### config.mk
export PLATFORM = sky130hd
export DESIGN_NAME = countdown_ctrl_flat
export DESIGN_NICKNAME = d
export VERILOG_FILES = /design/src/rtl/countdown_if.sv /design/src/rtl/countdown_ctrl.sv /design/src/flat_wrapper.sv
export SDC_FILE = /design/constraint.sdc
export NUM_CORES = 1
export LEC_CHECK = 0
export ABC_AREA = 1
export CELL_PAD_IN_SITES_DETAIL_PLACEMENT = 0
export CELL_PAD_IN_SITES_GLOBAL_PLACEMENT = 2
export CORE_ASPECT_RATIO = 1.2
export CORE_MARGIN = 2
export CORE_UTILIZATION = 31
export CTS_BUF_LIST = sky130_fd_sc_hd__clkbuf_4 sky130_fd_sc_hd__clkbuf_8
export CTS_CLUSTER_SIZE = 25
export DETAILED_ROUTE_END_ITERATION = 16
export GPL_ROUTABILITY_DRIVEN = 0
export PLACE_DENSITY_LB_ADDON = 0.08
export SETUP_SLACK_MARGIN = 0.05
export SLEW_MARGIN = 0
export SYNTH_ARGS = -nofsm -noshare
export SYNTH_HDL_FRONTEND = slang
export SYNTH_SLANG_ARGS = --single-unit
### constraint.sdc
create_clock -name clk -period 2.7 [get_ports clk]
set_clock_uncertainty 0.2 [all_clocks]
set_input_delay 0.27 -clock clk [delete_from_list [all_inputs] [get_ports clk]]
set_output_delay 0.27 -clock clk [all_outputs]
set_load 0.03 [all_outputs]
### src/rtl/countdown_if.sv
// countdown_if: button input and display-digit outputs of the countdown stage
interface countdown_if;
  logic        btn_raw;
  logic [31:0] digits;
  logic [7:0]  blank;
  logic        running;
  logic        done;
  modport master (output btn_raw, input digits, blank, running, done);
  modport slave  (input btn_raw, output digits, blank, running, done);
endinterface

### src/rtl/countdown_ctrl.sv
// countdown_ctrl: debounced start/pause/resume multi-pass BCD countdown feeding the display controller
module countdown_ctrl #(
  parameter int          DEB_CYCLES  = 4,
  parameter int          TICK_CYCLES = 32,
  parameter logic [7:0]  START_VAL   = 8'h10,
  parameter int          RELOADS     = 1,
  parameter logic [23:0] ID_BCD      = 24'h202108
) (
  input logic        clk,
  input logic        rst_n,
  countdown_if.slave bus
);
  localparam int DW = $clog2(DEB_CYCLES);
  localparam int PW = $clog2(TICK_CYCLES);
  localparam logic [DW-1:0] DEB_MAX  = DW'(DEB_CYCLES - 1);
  localparam logic [PW-1:0] TICK_MAX = PW'(TICK_CYCLES - 1);
  localparam logic [2:0]    PASS_MAX = 3'(RELOADS);
  typedef enum logic [1:0] {IDLE, RUN, PAUSE, DONE} state_t;
  state_t state, state_nx;
  logic [1:0] sync;
  logic [DW-1:0] deb_cnt;
  logic btn_db, btn_db_d, press, tick;
  logic [PW-1:0] pre, pre_nx;
  logic [7:0] count, count_nx, count_dec;
  logic [2:0] pass, pass_nx;
  // btn_db flips on the DEB_CYCLES-th consecutive cycle of disagreement
  always_ff @(posedge clk or negedge rst_n)
    if (!rst_n) begin
      sync     <= '0;
      deb_cnt  <= '0;
      btn_db   <= 1'b0;
      btn_db_d <= 1'b0;
    end else begin
      sync     <= {sync[0], bus.btn_raw};
      btn_db_d <= btn_db;
      if (sync[1] == btn_db) deb_cnt <= '0;
      else if (deb_cnt == DEB_MAX) begin
        deb_cnt <= '0;
        btn_db  <= ~btn_db;
      end else deb_cnt <= deb_cnt + 1'b1;
    end
  assign press     = btn_db & ~btn_db_d;
  assign tick      = pre == TICK_MAX;
  assign count_dec = count[3:0] == 4'd0 ? {count[7:4] - 4'd1, 4'd9} : {count[7:4], count[3:0] - 4'd1};
  always_ff @(posedge clk or negedge rst_n)
    if (!rst_n) begin
      state <= IDLE;
      count <= START_VAL;
      pass  <= '0;
      pre   <= '0;
    end else begin
      state <= state_nx;
      count <= count_nx;
      pass  <= pass_nx;
      pre   <= pre_nx;
    end
  // a press in RUN wins over a coincident tick, leaving the prescaler parked
  always_comb begin
    state_nx = state;
    count_nx = count;
    pass_nx  = pass;
    pre_nx   = pre;
    case (state)
      IDLE, DONE: if (press) begin
        state_nx = RUN;
        count_nx = START_VAL;
        pass_nx  = '0;
        pre_nx   = '0;
      end
      RUN: if (press) state_nx = PAUSE;
      else begin
        pre_nx = tick ? '0 : pre + 1'b1;
        if (tick) begin
          if (count != 8'h00) count_nx = count_dec;
          else if (pass < PASS_MAX) begin
            pass_nx  = pass + 3'd1;
            count_nx = START_VAL;
          end else state_nx = DONE;
        end
      end
      PAUSE: if (press) state_nx = RUN;
    endcase
  end
  assign bus.digits  = {ID_BCD, count};
  assign bus.blank   = state == IDLE ? 8'hFF : 8'h00;
  assign bus.running = state == RUN;
  assign bus.done    = state == DONE;
endmodule

### src/flat_wrapper.sv
// flat-port wrapper written by rule: the top's interface ports become plain ports
module countdown_ctrl_flat 
#(
  parameter int          DEB_CYCLES  = 4,
  parameter int          TICK_CYCLES = 32,
  parameter logic [7:0]  START_VAL   = 8'h10,
  parameter int          RELOADS     = 1,
  parameter logic [23:0] ID_BCD      = 24'h202108
)
  (clk, rst_n, bus_btn_raw, bus_digits, bus_blank, bus_running, bus_done);
  countdown_if bus_i ();
  input logic clk;
  input logic rst_n;
  input wire logic [$bits(bus_i.btn_raw)-1:0] bus_btn_raw;
  output wire logic [$bits(bus_i.digits)-1:0] bus_digits;
  output wire logic [$bits(bus_i.blank)-1:0] bus_blank;
  output wire logic [$bits(bus_i.running)-1:0] bus_running;
  output wire logic [$bits(bus_i.done)-1:0] bus_done;
  assign bus_i.btn_raw = bus_btn_raw;
  assign bus_digits = bus_i.digits;
  assign bus_blank = bus_i.blank;
  assign bus_running = bus_i.running;
  assign bus_done = bus_i.done;
  countdown_ctrl #(.DEB_CYCLES(DEB_CYCLES), .TICK_CYCLES(TICK_CYCLES), .START_VAL(START_VAL), .RELOADS(RELOADS), .ID_BCD(ID_BCD)) u_core (.clk(clk), .rst_n(rst_n), .bus(bus_i));
endmodule
==> results of run 1 <==
where the power goes:
group	total [uW]	internal, uW	switching (uW)	leakage, uW
sequential	593	485	109	0.000310
combinational	1830	641	1190	0.000691
clock	252	130	121	0.0000288
total	2680	1260	1420	0.00103
synthesized netlist by cell type (all sizes together):
cell	instances	area share (%)
nand2	67	16
buf	32	14
inv	24	5.1
dfrtp	23	33
nand3	20	7.2
nor2	20	6.0
ha	13	9.2
o21ai	4	1.1
nand4	3	1.1
xnor2	3	1.5
conb	2	0.43
nor3	2	0.57
xor2	2	0.99
a21boi	1	0.43
a21oi	1	0.28
clkinv	1	0.28
dfstp	1	1.5
mux2	1	0.64
nand3b	1	0.43
o211ai	1	0.43
o21a	1	0.43
per-stage QoR:
stage / area [sq um] / power, uW
finish: 1950 / 2680
global route: 1950 / 2950
CTS: 1950 / 2720
detailed placement: 1900 / 2460
global placement: 1900 / 2440
floorplan: 1840 / 2040
state kept, by name, summed over array words and instances, names as in the netlist:
| name | cells |
|---|---|
| u_core.count | 8 |
| u_core.pre | 5 |
| u_core.pass | 3 |
| u_core.deb_cnt | 2 |
| u_core.state | 2 |
| u_core.sync | 2 |
| u_core.btn_db | 1 |
| u_core.btn_db_d | 1 |
cell type report:
class,instances,share of cell area [%]
clock buffer,4,2.82
inverter,25,4.87
multi-input combinational,164,46.4
sequential,24,30.8
tap,64,4.10
timing repair buffer,22,11.0
metal layers:
layer / up-vias / routed length (um) / global-route usage, %
li1: 669 / - / -
met1: 601 / 1610 / 15.2
met2: 29 / 1660 / 19.9
met3: 4 / 88 / 1.51
met4: 0 / 65 / 4.55
met5: - / 0 / 0
final timing paths:
path,from,to,slack [ns]
hold / removal,rst_n,u_core.pass[1]$_DFFE_PN0P_,0.14
min in group clk,u_core.sync[0]$_DFF_PN0_,u_core.sync[1]$_DFF_PN0_,0.15
hold reg to reg,u_core.sync[0]$_DFF_PN0_,u_core.sync[1]$_DFF_PN0_,0.15
setup / recovery,u_core.state[1]$_DFFE_PN0P_,bus_running,0.23
setup reg to reg,u_core.state[1]$_DFFE_PN0P_,u_core.count[5]$_DFFE_PN0P_,0.64
max in group asynchronous,rst_n,u_core.pre[2]$_DFFE_PN0P_,1.55
layout by cell type, fill, tap and decap left out, types with 2 or more instances in the layout:
master and n:
dfrtp_1 23, nor2_1 15, clkbuf_8 4, xnor2_1 3
nand3_1 16, nor3_1 2, o21ai_0 4, nand2_2 9
nand4_1 3, conb_1 24, nand3_2 3, ha_1 13
buf_4 2, clkdlybuf4s50_1 20, inv_1 23, nor2_2 3
xor2_1 2, nand2_1 57
critical path: stages (launching register included):
cell             delay [ns]
dfrtp_1                0.42
inv_1                  0.12
ha_1                   0.44
clkdlybuf4s50_1        0.76
kinds of logic (layout without fill, tap and decap cells):
group / count (synthesis) / count (layout) / share of synthesized area, %
XOR/XNOR: 5 / 5 / 2.49
buffers and inverters: 57 / 51 / 19.0
adder cells (fa/ha/maj): 13 / 13 / 9.23
other: 2 / 24 / 0.426
multiplexers: 1 / 1 / 0.639
AO/OA/AOI/OAI: 8 / 8 / 2.70
flip-flops: 24 / 24 / 34.2
AND/OR/NAND/NOR: 113 / 113 / 31.3
==> flow_metrics.env, run 1 <==
export IMPL_cp_arrival_ns=2.00
export IMPL_syn_inst=223
export IMPL_fp_dieW_um=72.8
export IMPL_ioPinCount=45
export IMPL_die_h_um=86.6
export IMPL_cp_max_fo=11
export IMPL_multi_input_area_sq_um=907
export IMPL_cts_tree="built"
export IMPL_cts_resized=0
export IMPL_area_growth_pct=10.9
export IMPL_fin_cells=303
export IMPL_maxCapViolCount=0
export IMPL_period_share_pct=91.4
export IMPL_hold_path_class="in -> async"
export IMPL_drt_pass1_iter_count=4
export IMPL_nNetsFinal=256
export IMPL_grt_pass1_wl_mm=5.83
export IMPL_ant_nets=0
export IMPL_grt_use_total_pct=11.8
export IMPL_setup_worst_path_start_class="register"
export IMPL_worstSetupEndpointType="primary output"
export IMPL_cts_setup_buffers=0
export IMPL_yosysWarnings=0
export IMPL_diodes=0
export IMPL_grt_pass1_vias=1238
export IMPL_cts_root_buf="clkbuf_8"
export IMPL_antenna_found_initial=0
export IMPL_yosysSeqAreaShare_pct=34.2
export IMPL_worstPathRequired_ns=2.23
export IMPL_start_util_pct=31.7
export IMPL_drt_iter0_drc=57
export IMPL_rsz0062_at_grt="false"
export IMPL_irDropWorstVdd_mv=0.376
export IMPL_drc=0
export IMPL_slew_viol_final=0
export IMPL_h_tree_depth=1
export IMPL_drt_wirelength_per_cell_um=11.3
export IMPL_reg2regPathDepth=9
export IMPL_gr_total_overflow=0
export IMPL_place_inst=299
export IMPL_coreArea_sq_um=5560
export IMPL_cts_sinks=24
export IMPL_via_count=1303
export IMPL_fill_cells=592
export IMPL_critical_path_class="reg -> out"
export IMPL_power_leakage_uw=0.00103
export IMPL_fin_crit_ns=2.47
export IMPL_cts_buffers=3
export IMPL_die_area_sq_um=6300
export IMPL_port_buffer_count=20
export IMPL_clock_fmax_ghz=0.405
export IMPL_ctsHoldBuffers=0
export IMPL_dp_slack_ns=0.519
export IMPL_viasPerCell=4.30
export IMPL_path_clk_slew_ns=0.09
export IMPL_grt_max_degree=16
export IMPL_tightest_slew_ns=0.533
export IMPL_worst_slack_ns=0.231
export IMPL_synth_cell_type_count=29
export IMPL_yosys_register_bits=24
export IMPL_syn_avg_cell_area_sq_um=7.90
export IMPL_insertion_delay_ns=0.27
export IMPL_finalSetupViolations=0
export IMPL_hold_viol_final=0
export IMPL_hold_ws_ns=0.142
export IMPL_status="finished, final reports clean"
export IMPL_wl_mm=3.42
export IMPL_syn_area_sq_um=1760
export IMPL_final_core_util_pct=35.2
export IMPL_rows=30
export IMPL_maxSlewHeadroom_pct=64.3
export IMPL_ff_latch_area_sq_um=602
export IMPL_finalSetupTns_ns=0
export IMPL_hpwlAfterDp_mm=2.72
export IMPL_powerDensity_nw_per_um2=1370
export IMPL_drive_gt1_share_pct=12.1
export IMPL_cts_path_max_buffers=2
Power figures use the tool's default switching activity.
==> run 2: changes to the inputs <==
--- a/config.mk
+++ b/config.mk
@@ -14,7 +14,6 @@
 export CTS_BUF_LIST = sky130_fd_sc_hd__clkbuf_4 sky130_fd_sc_hd__clkbuf_8
 export CTS_CLUSTER_SIZE = 25
 export DETAILED_ROUTE_END_ITERATION = 16
-export GPL_ROUTABILITY_DRIVEN = 0
 export PLACE_DENSITY_LB_ADDON = 0.08
 export SETUP_SLACK_MARGIN = 0.05
 export SLEW_MARGIN = 0
==> results of run 2 <==
No change in the layout: final DEF, timing and power equal those of run 1.
